===== src/rtl/bram_arb_pkg.sv =====
// Shared types and helpers for the two-client BRAM port arbiter.
package bram_arb_pkg;

  localparam logic CLIENT0 = 1'b0;
  localparam logic CLIENT1 = 1'b1;

  typedef enum logic [1:0] {
    ST_ARB   = 2'd0,
    ST_LOCK0 = 2'd1,
    ST_LOCK1 = 2'd2
  } state_t;

  // One in-flight read: valid bit plus the client that issued it.
  typedef struct packed {
    logic vld;
    logic owner;
  } rd_tag_t;

  // Round-robin pick between two requesters; returns the grant one-hot.
  function automatic logic [1:0] rr_pick(input logic [1:0] valid, input logic prio);
    if (valid == 2'b11) return (prio == CLIENT1) ? 2'b10 : 2'b01;
    return valid;
  endfunction

endpackage


===== src/rtl/bram_port_arbiter_if.sv =====
// Client-side request/response bundle of the BRAM port arbiter.
interface bram_port_arbiter_if #(
  parameter int unsigned ADDR_W = 10,
  parameter int unsigned DATA_W = 4
);
  logic              valid;
  logic              ready;
  logic              we;
  logic              lock;
  logic [ADDR_W-1:0] addr;
  logic [DATA_W-1:0] wdata;
  logic              rvalid;
  logic [DATA_W-1:0] rdata;

  modport master (output valid, we, lock, addr, wdata, input ready, rvalid, rdata);
  modport slave  (input valid, we, lock, addr, wdata, output ready, rvalid, rdata);
endinterface


===== src/rtl/bram_arb_rdpipe.sv =====
// Tracks in-flight reads for READ_LAT cycles and routes BRAM read data to the issuing client.
module bram_arb_rdpipe
  import bram_arb_pkg::*;
#(
  parameter int unsigned DATA_W   = 4,
  parameter int unsigned READ_LAT = 1
) (
  input  logic              clk,
  input  logic              rst_n,
  input  logic              issue_rd,
  input  logic              issue_owner,
  input  logic [DATA_W-1:0] bram_rdata,
  output logic              busy_c,
  output logic              rvalid0,
  output logic [DATA_W-1:0] rdata0,
  output logic              rvalid1,
  output logic [DATA_W-1:0] rdata1
);

  rd_tag_t [READ_LAT-1:0] pipe_q;
  rd_tag_t                tag_in;
  rd_tag_t                tail;

  always_comb begin
    tag_in.vld   = issue_rd;
    tag_in.owner = issue_owner;
  end

  generate
    if (READ_LAT == 1) begin : g_lat1
      always_ff @(posedge clk or negedge rst_n) begin
        if (!rst_n) pipe_q <= '0;
        else        pipe_q[0] <= tag_in;
      end
    end else begin : g_latn
      always_ff @(posedge clk or negedge rst_n) begin
        if (!rst_n) pipe_q <= '0;
        else        pipe_q <= {pipe_q[READ_LAT-2:0], tag_in};
      end
    end
  endgenerate

  always_comb begin
    busy_c = 1'b0;
    for (int i = 0; i < int'(READ_LAT); i++) busy_c = busy_c | pipe_q[i].vld;
  end

  assign tail = pipe_q[READ_LAT-1];

  // Extra output stage: data is sampled the cycle the BRAM presents it.
  always_ff @(posedge clk or negedge rst_n) begin
    if (!rst_n) begin
      rvalid0 <= 1'b0;
      rvalid1 <= 1'b0;
      rdata0  <= '0;
      rdata1  <= '0;
    end else begin
      rvalid0 <= tail.vld && (tail.owner == CLIENT0);
      rvalid1 <= tail.vld && (tail.owner == CLIENT1);
      if (tail.vld && (tail.owner == CLIENT0)) rdata0 <= bram_rdata;
      if (tail.vld && (tail.owner == CLIENT1)) rdata1 <= bram_rdata;
    end
  end

endmodule


===== src/rtl/bram_port_arbiter.sv =====
// Shares one BRAM port between two valid/ready clients with round-robin and bounded lock.
module bram_port_arbiter
  import bram_arb_pkg::*;
#(
  parameter int unsigned ADDR_W   = 10,
  parameter int unsigned DATA_W   = 4,
  parameter int unsigned READ_LAT = 1,
  parameter int unsigned LOCK_MAX = 8
) (
  input  logic                  clk,
  input  logic                  rst_n,
  bram_port_arbiter_if.slave    c0,
  bram_port_arbiter_if.slave    c1,
  output logic [ADDR_W-1:0]     bram_addr,
  output logic [DATA_W-1:0]     bram_wdata,
  output logic                  bram_we,
  output logic                  bram_clken,
  input  logic [DATA_W-1:0]     bram_rdata
);

  localparam int unsigned      CNT_W    = 8;
  localparam logic [CNT_W-1:0] CNT_LAST = CNT_W'(LOCK_MAX - 1);

  state_t           state_q, state_d;
  logic             prio_q, prio_d;
  logic [CNT_W-1:0] cnt_q, cnt_d;
  logic [1:0]       valid, lock, gnt;
  logic             owner;
  logic             gnt_we;
  logic             rd_busy_c;

  assign valid = {c1.valid, c0.valid};
  assign lock  = {c1.lock, c0.lock};

  always_ff @(posedge clk or negedge rst_n) begin
    if (!rst_n) begin
      state_q <= ST_ARB;
      prio_q  <= CLIENT0;
      cnt_q   <= '0;
    end else begin
      state_q <= state_d;
      prio_q  <= prio_d;
      cnt_q   <= cnt_d;
    end
  end

  always_comb begin
    state_d = state_q;
    prio_d  = prio_q;
    cnt_d   = cnt_q;
    gnt     = 2'b00;
    owner   = CLIENT0;
    unique case (state_q)
      ST_ARB: begin
        gnt = rr_pick(valid, prio_q);
        if (valid == 2'b11) prio_d = gnt[0] ? CLIENT1 : CLIENT0;
        if ((LOCK_MAX > 1) && ((gnt & lock) != 2'b00)) begin
          state_d = gnt[1] ? ST_LOCK1 : ST_LOCK0;
          cnt_d   = CNT_W'(1);
        end
      end
      ST_LOCK0, ST_LOCK1: begin
        owner      = (state_q == ST_LOCK1) ? CLIENT1 : CLIENT0;
        gnt[owner] = valid[owner];
        // Idle owner, dropped lock or exhausted budget all hand the port back.
        if (!valid[owner] || !lock[owner] || (cnt_q >= CNT_LAST)) begin
          state_d = ST_ARB;
          prio_d  = ~owner;
          cnt_d   = '0;
        end else begin
          cnt_d = cnt_q + CNT_W'(1);
        end
      end
      default: state_d = ST_ARB;
    endcase
    if (!rst_n) gnt = 2'b00;
  end

  always_comb begin
    bram_addr  = '0;
    bram_wdata = '0;
    gnt_we     = 1'b0;
    if (gnt[0]) begin
      bram_addr  = c0.addr;
      bram_wdata = c0.wdata;
      gnt_we     = c0.we;
    end else if (gnt[1]) begin
      bram_addr  = c1.addr;
      bram_wdata = c1.wdata;
      gnt_we     = c1.we;
    end
  end

  assign c0.ready   = gnt[0];
  assign c1.ready   = gnt[1];
  assign bram_we    = gnt_we;
  assign bram_clken = (gnt != 2'b00) || rd_busy_c;

  bram_arb_rdpipe #(
    .DATA_W   (DATA_W),
    .READ_LAT (READ_LAT)
  ) u_rdpipe (
    .clk         (clk),
    .rst_n       (rst_n),
    .issue_rd    ((gnt != 2'b00) && !gnt_we),
    .issue_owner (gnt[1]),
    .bram_rdata  (bram_rdata),
    .busy_c      (rd_busy_c),
    .rvalid0     (c0.rvalid),
    .rdata0      (c0.rdata),
    .rvalid1     (c1.rvalid),
    .rdata1      (c1.rdata)
  );

endmodule


===== src/flat_wrapper.sv =====
// flat-port wrapper written by rule: the top's interface ports become plain ports
module bram_port_arbiter_flat import bram_arb_pkg::*;
#(
  parameter int unsigned ADDR_W   = 10,
  parameter int unsigned DATA_W   = 4,
  parameter int unsigned READ_LAT = 1,
  parameter int unsigned LOCK_MAX = 8
)
  (clk, rst_n, bram_addr, bram_wdata, bram_we, bram_clken, bram_rdata, c0_valid, c0_we, c0_lock, c0_addr, c0_wdata, c0_ready, c0_rvalid, c0_rdata, c1_valid, c1_we, c1_lock, c1_addr, c1_wdata, c1_ready, c1_rvalid, c1_rdata);
  bram_port_arbiter_if #(.ADDR_W(ADDR_W), .DATA_W(DATA_W)) c0_i ();
  bram_port_arbiter_if #(.ADDR_W(ADDR_W), .DATA_W(DATA_W)) c1_i ();
  input  logic clk;
  input  logic rst_n;
  output logic [ADDR_W-1:0] bram_addr;
  output logic [DATA_W-1:0] bram_wdata;
  output logic bram_we;
  output logic bram_clken;
  input  logic [DATA_W-1:0] bram_rdata;
  input wire logic [$bits(c0_i.valid)-1:0] c0_valid;
  input wire logic [$bits(c0_i.we)-1:0] c0_we;
  input wire logic [$bits(c0_i.lock)-1:0] c0_lock;
  input wire logic [$bits(c0_i.addr)-1:0] c0_addr;
  input wire logic [$bits(c0_i.wdata)-1:0] c0_wdata;
  output wire logic [$bits(c0_i.ready)-1:0] c0_ready;
  output wire logic [$bits(c0_i.rvalid)-1:0] c0_rvalid;
  output wire logic [$bits(c0_i.rdata)-1:0] c0_rdata;
  input wire logic [$bits(c1_i.valid)-1:0] c1_valid;
  input wire logic [$bits(c1_i.we)-1:0] c1_we;
  input wire logic [$bits(c1_i.lock)-1:0] c1_lock;
  input wire logic [$bits(c1_i.addr)-1:0] c1_addr;
  input wire logic [$bits(c1_i.wdata)-1:0] c1_wdata;
  output wire logic [$bits(c1_i.ready)-1:0] c1_ready;
  output wire logic [$bits(c1_i.rvalid)-1:0] c1_rvalid;
  output wire logic [$bits(c1_i.rdata)-1:0] c1_rdata;
  assign c0_i.valid = c0_valid;
  assign c0_i.we = c0_we;
  assign c0_i.lock = c0_lock;
  assign c0_i.addr = c0_addr;
  assign c0_i.wdata = c0_wdata;
  assign c0_ready = c0_i.ready;
  assign c0_rvalid = c0_i.rvalid;
  assign c0_rdata = c0_i.rdata;
  assign c1_i.valid = c1_valid;
  assign c1_i.we = c1_we;
  assign c1_i.lock = c1_lock;
  assign c1_i.addr = c1_addr;
  assign c1_i.wdata = c1_wdata;
  assign c1_ready = c1_i.ready;
  assign c1_rvalid = c1_i.rvalid;
  assign c1_rdata = c1_i.rdata;
  bram_port_arbiter #(.ADDR_W(ADDR_W), .DATA_W(DATA_W), .READ_LAT(READ_LAT), .LOCK_MAX(LOCK_MAX)) u_core (.clk(clk), .rst_n(rst_n), .c0(c0_i), .c1(c1_i), .bram_addr(bram_addr), .bram_wdata(bram_wdata), .bram_we(bram_we), .bram_clken(bram_clken), .bram_rdata(bram_rdata));
endmodule

===== config.mk =====
export PLATFORM = sky130hd
export DESIGN_NAME = bram_port_arbiter_flat
export DESIGN_NICKNAME = d
export VERILOG_FILES = /design/src/rtl/bram_arb_pkg.sv /design/src/rtl/bram_port_arbiter_if.sv /design/src/rtl/bram_arb_rdpipe.sv /design/src/rtl/bram_port_arbiter.sv /design/src/flat_wrapper.sv
export SDC_FILE = /design/constraint.sdc
export NUM_CORES = 1
export LEC_CHECK = 0
export CAP_MARGIN = 25
export CORE_UTILIZATION = 25
export CTS_CLUSTER_DIAMETER = 60
export DETAILED_ROUTE_END_ITERATION = 12
export DONT_BUFFER_PORTS = 1
export HOLD_SLACK_MARGIN = 0.05
export PLACE_DENSITY = 0.4
export SLEW_MARGIN = 20
export SYNTH_ARGS = -nofsm -noshare
export SYNTH_HDL_FRONTEND = slang
export SYNTH_SLANG_ARGS = --single-unit

===== constraint.sdc =====
create_clock -name clk -period 2.7 [get_ports clk]
set_input_delay 0.54 -clock clk [delete_from_list [all_inputs] [get_ports clk]]
set_output_delay 0.54 -clock clk [all_outputs]
set_load 0.02 [all_outputs]

# --- After elaboration in Yosys (flattened, before gate mapping) ---
# Index checks and enable logic that the tools add are counted.
totals:
  elab_cells: 73
  input_bits: 40
  output_inout_bits: 28
  reg_bits: 23
classes:
  reduce_logical: 18
  magnitude_cmp: 3
  bitwise: 4
  n_mux: 32
  addsub: 1
  n_eq_ne: 6
op_table:
  columns: ["operator", "n"]
  rows:
  - ["10-bit 2-to-1 mux", 2]
  - ["2-bit 2-to-1 mux", 8]
  - ["8-bit 2-to-1 mux", 2]
  - ["8-bit one-hot mux with 2 select lines", 1]
  - ["1-bit 2-to-1 mux", 13]
  - ["8-bit by 1-bit adder with 8-bit output (second input constant)", 1]
  - ["8-bit by 3-bit >= comparator with 1-bit output (second input constant)", 1]
  - ["4-bit 2-to-1 mux", 2]
  - ["2-bit one-hot mux with 2 select lines", 2]
  - ["2-bit by 1-bit != test with 1-bit output (second input constant)", 3]
  - ["2-bit nonzero test", 3]
  - ["2-bit AND", 2]
  - ["2-bit equality test (second input constant)", 2]
  - ["1-bit logical AND", 4]
  - ["2-bit AND reduction", 2]
  - ["1-bit logical NOT", 3]
  - ["1-bit logical OR", 3]
  - ["3-bit AND reduction", 1]
  - ["2-bit by 1-bit equality test with 1-bit output (second input constant)", 1]
  - ["2-bit logical NOT", 1]
  - ["1-bit by 2-bit less-than comparator with 1-bit output (second input constant)", 1]
  - ["1-bit inverter", 2]
  - ["1-bit one-hot mux with 2 select lines", 1]
  - ["2-bit OR reduction", 1]
  - ["2 further kinds", 2]

# --- Longest topological paths before layout ---
depth:
  ltp_word: 13
  ltp_mapped: 8

# --- Hierarchy ---
# Synthesis repeated with hierarchy kept, for this count alone.
hier_totals:
  hier_cells: 134
  area_unflattened_um2: 1375.1
by_module_without_submodules:
  columns: ["mod", "cells_per_inst", "seq_area_each_um2", "area_each_um2", "instances"]
  rows:
  - ["bram_port_arbiter", 110, 275.3, 944.7, 1]
  - ["bram_arb_rdpipe", 24, 300.3, 430.4, 1]

# --- Worst setup path before layout ---
# Ideal clock, no wire load.
synth_timing:
  kind: "flip-flop to output port"
  startpoint: "reg u_core.state_q[0]"
  endpoint: "out bram_addr[0]"
  arrival_time_ps: 1734
  required_time_ps: 2160
  path_buffers: 1
  path_slack_ps: 426
  stages_incl_launch_ff: 8
  cell_sequence: "dfrtp_1 inv_1 ha_1 nor2b_1 o21ai_2 nor3b_4 buf_6 a22o_1"
synth_between:
  elab_chain_len: 11
synth_rtl:
  columns: ["element", "line_no", "source"]
  rows:
  - ["start: declaration", "bram_port_arbiter.sv:24", "state_t state_q, state_d;"]
  - ["start signal: assignment", "bram_port_arbiter.sv:41", "state_q <= state_d;"]
  - ["2-bit equality test", "bram_port_arbiter.sv:53, bram_port_arbiter.sv:63", null]
  - ["1-bit 2-to-1 mux", "bram_port_arbiter.sv:63", "owner = (state_q == ST_LOCK1) ? CLIENT1 : CLIENT0;"]
  - ["1-bit by 2-bit less-than comparator with 1-bit output (not written as such) / 1-bit >= comparator (equally long branches)", "bram_port_arbiter.sv:64", "gnt[owner] = valid[owner];"]
  - ["1-bit logical AND (not written as such)", "bram_port_arbiter.sv:64", null]
  - ["1-bit 2-to-1 mux (not written as such)", "bram_port_arbiter.sv:64", null]
  - ["1-bit demux with 1-bit select", null, null]
  - ["2-bit AND (no source line)", null, null]
  - ["2-bit one-hot mux with 2 select lines *", "bram_port_arbiter.sv:53", "unique case (state_q)"]
  - ["2-bit 2-to-1 mux *", "bram_port_arbiter.sv:76", "if (!rst_n) gnt = 2'b00;"]
  - ["10-bit 2-to-1 mux", "bram_port_arbiter.sv:87", "end else if (gnt[1]) begin"]
  - ["10-bit 2-to-1 mux *", "bram_port_arbiter.sv:83", "if (gnt[0]) begin"]
  - ["end: declaration", "flat_wrapper.sv:14", "output logic [ADDR_W-1:0] bram_addr;"]
# Mark *: on every way between the ends. The rest lies on a longest branch, timed or not. The select of a mux whose other input is x is not followed.

# --- Worst setup path after layout ---
# Same ends and word-level chain as after synthesis.

==> summary.txt <==
Power
  – Overall Power: about 1.6 mW
  – LEAKAGE: 0.6843 nW
  – Maximum vdd ir drop: 0.2907 mV
  – Power per Cell Area: 1055 nW/um2

Logic synthesis
  – Largest family of logic cells by synthesized area: compound AO/OA/AOI/OAI gates
  – Mapped Nets: around 170
  – Synthesis-stage register bit count: 23
  – Mean Syn Cell Area: 10.68 um2
  – Post-synthesis xor/xnor area fraction: 0%
  – Ranking of synthesized cells by area: dfrtp_1 42%, a22o_1 9.7%, mux2_2 8.3%, ha_1 3.7%, a31oi_1 3.2%
  – Post-Synth Simple-Gate Area: between 15 and 20%
  – Adder-cell area share of the yosys netlist: 3.690%
  – Seq/Total Area, Yosys: roughly 42%
  – Netlist Area Pre-Place: 1356 um2
  – Compound-Gate Fraction of Synth Area: 20.02%
  – Mux contribution to synthesized area: 10.89%
  – YS warnings: 0
  – Gate Count Post-Synth: about 130
  – Netlist cell types: 34
  – Cell taking the most area after synthesis: dfrtp_1
  – Synth top area share: 42.44%

Critical path
  – Worst flop-to-flop path startpoint: u_core.state_q[1]
  – Kind of critical path: flop to output port
  – CP Launch Point: u_core.state_q[0]
  – Startpoint class of the critical path: flop
  – RR Endpoint: u_core.state_q[0]
  – Critical Path End Type: output port
  – CP endpoint: bram_addr[0]
  – R2R Setup Slk: 0.84 ns
  – Cells on worst reg2reg path: 6
  – Critical Path AT: just over 2 ns
  – Req. time, crit path: ~2.2 ns
  – Crit Path Max Fanout: 15

Floorplan
  – Core Area: 5172 um2
  – DIE HEIGHT: 75.66 um
  – Starting Density: 26.22%
  – Chip width: between 70 and 80 um
  – Ports: 68
  – Die area: 5724 um2
  – FP Rows: 26

Place
  – Number of I/O port buffers: 0
  – Placed Cells incl. Taps: just under 200
  – DPL Wire Length: 2.405 mm
  – Dpl cell area: 1418 um2
  – Gpl congestion: about 0.77
  – Place WS: 0.1386 ns

Clocking
  – Num CTS Buffers: 3
  – CTS clk-pin slew, worst paths: 0.08 ns
  – CTS max path bufs: 2
  – H-tree Lvls: 1
  – CTS Sinks: 23
  – TritonCTS clock tree: done
  – Root cell of the clock tree: clkbuf_8
  – Clk_lat worst skew: between 0.2 and 0.3 ns

Layout
  – Fin nets: 176
  – Layout cells sized above 1: 31.30%
  – Most common cell after layout, fill and taps aside: dfrtp_1
  – Final Cell Area: 1514 um2
  – Post-layout util: 29.27%
  – Layout area overhead: 11.62%
  – Most frequent cells in the layout: 23 x dfrtp_1, 15 x a22o_2, 11 x nor2_1
  – # fillers: 529
  – Diode count: 0
  – Post-Layout Cell Count: between 200 and 250

Detailed routing
  – Antenna Nets Post-Route: 0
  – Final WL: 3.148 mm
  – DRT iter0 DRCs: 55
  – WL/cell: around 16 um
  – Drc violations: 0
  – Total number of vias: 991
  – DRT Pass-1 Iters: 4
  – Avg Vias per Cell: around 4.9

Global route
  – Global-route wire length before repair: 4.526 mm
  – Vias in the first global route: 954
  – Largest net degree at the start of global routing: 24
  – Initial antenna violation count: 0
  – Gr ovfl total: 0
  – GR Util All Layers: 10.69%

Timing
  – Worst Tran Pin Value: 0.5245 ns
  – WHS: 0.2433 ns
  – Final Hold Fails: 0
  – RSZ-0062 raised after global routing: yes
  – Final period util: 95.62%
  – Setup tns final: 0 ns
  – Relative slew slack: 65.03%
  – Min Tclk post-route: 2.582 ns
  – Max Freq: 0.3873 GHz
  – Worst Skew: roughly 0.0042 ns
  – Slack of the critical path: 0.1182 ns
  – Final setup vio count: 0
  – Count of pins over their slew limit: 0

Flow run
  – Max Cap Violations: 0

Run status
  – Outcome: complete, no violations

Min path
  – Min-Delay Path Class: input port to asynchronous set/reset pin
-- cells in the mapped netlist --
library cell  instances
nor4b_1               1
inv_1                 7
nand2_2               1
o31ai_1               1
nand3_1               1
nor2b_1               2
a21boi_1              1
o221ai_4              1
nand2b_1              3
mux2_4                1
nor3b_1               1
a22o_1               15
buf_6                 3
and2b_1               1
nand2_1              10
a21oi_1               3
o21ai_2               1
mux2_2               10
and3_1                5
and3b_1               1
o2111ai_2             1
nor2_2                1
or3_1                 2
nor2_1               11
nor3b_4               1
dfrtp_1              23
nand3b_1              2
a221o_1               1
a31oi_1               7
and2_1                1
buf_4                 1
o22ai_1               1
mux2i_1               2
ha_1                  4
-- metal layers --
metal / global-route usage [%] / routed length, um / vias up / part of all wire [%]
li1: - / - / 474 / -
met1: 13.44 / 1364 / 489 / 43
met2: 17.66 / 1559 / 26 / 50
met3: 4.101 / 210 / 2 / 6.7
met4: 1.852 / 14 / 0 / 0.44
met5: 0 / 0 / - / 0
-- cell type report --
cell class / count / area (um2) / area share (%)
Sequential cell: 23 / 575.6 / 38.02
Clock inverter: 1 / 5.005 / 0.3306
Multi-Input combinational cell: 93 / 734.5 / 48.51
Tap cell: 70 / 87.58 / 5.785
Clock buffer: 3 / 41.29 / 2.727
Timing Repair Buffer: 4 / 43.79 / 2.893
Inverter: 7 / 26.28 / 1.736
-- state kept, by name (all words and copies together), names as in the netlist --
signal,count
u_core.cnt_q,8
u_core.u_rdpipe.rdata0,4
u_core.u_rdpipe.rdata1,4
u_core.state_q,2
u_core.prio_q,1
u_core.u_rdpipe.busy_c,1
u_core.u_rdpipe.pipe_q,1
u_core.u_rdpipe.rvalid0,1
u_core.u_rdpipe.rvalid1,1
-- logic make-up (layout without fill, tap and decap cells) --
group | count (synthesis) | in the layout
AOI/OAI and AO/OA | 32 | 32
DFF | 23 | 23
buffers and inverters | 11 | 15
muxes | 13 | 13
adders and majority gates | 4 | 4
and+or+nand+nor | 44 | 44
-- where the power goes --
group          total, mW  switching [mW]  internal [mW]
logic              0.767           0.433          0.334
clock network      0.211           0.108          0.103
registers          0.619           0.164          0.455
-- how the worst min path moves through the flow --
| stage | endpoint | cells after the start | start |
|---|---|---|---|
| 2_1_floorplan | u_core.cnt_q[0] | 0 | rst_n |
| 3_5_place_dp | u_core.u_rdpipe.rdata1[0] | 0 | rst_n |
| 3_3_place_gp | u_core.u_rdpipe.rdata0[0] | 0 | rst_n |
| 6_report | u_core.cnt_q[1] | 1 | rst_n |
| 5_1_grt | u_core.cnt_q[3] | 1 | rst_n |
| 4_1_cts | u_core.u_rdpipe.busy_c | 1 | c1_we |
-- worst max-delay path, cell delays in order, from the launching register on --
cell and delay, ns:
dfrtp_1 0.39, inv_1 0.11, ha_2 0.30, nor2b_1 0.16
o21ai_2 0.19, nor3b_4 0.26, buf_12 0.16, a22o_2 0.20
-- timing repair --
action	4_1_cts	5_1_grt
cloned	0	0
hold endpoints to repair	23	0
setup buffers	1	0
hold buffers	1	0
gates resized for setup	1	16
pin swaps	0	1
setup endpoints to repair	15	15
Note: power is estimated with default switching activity, not from simulation.
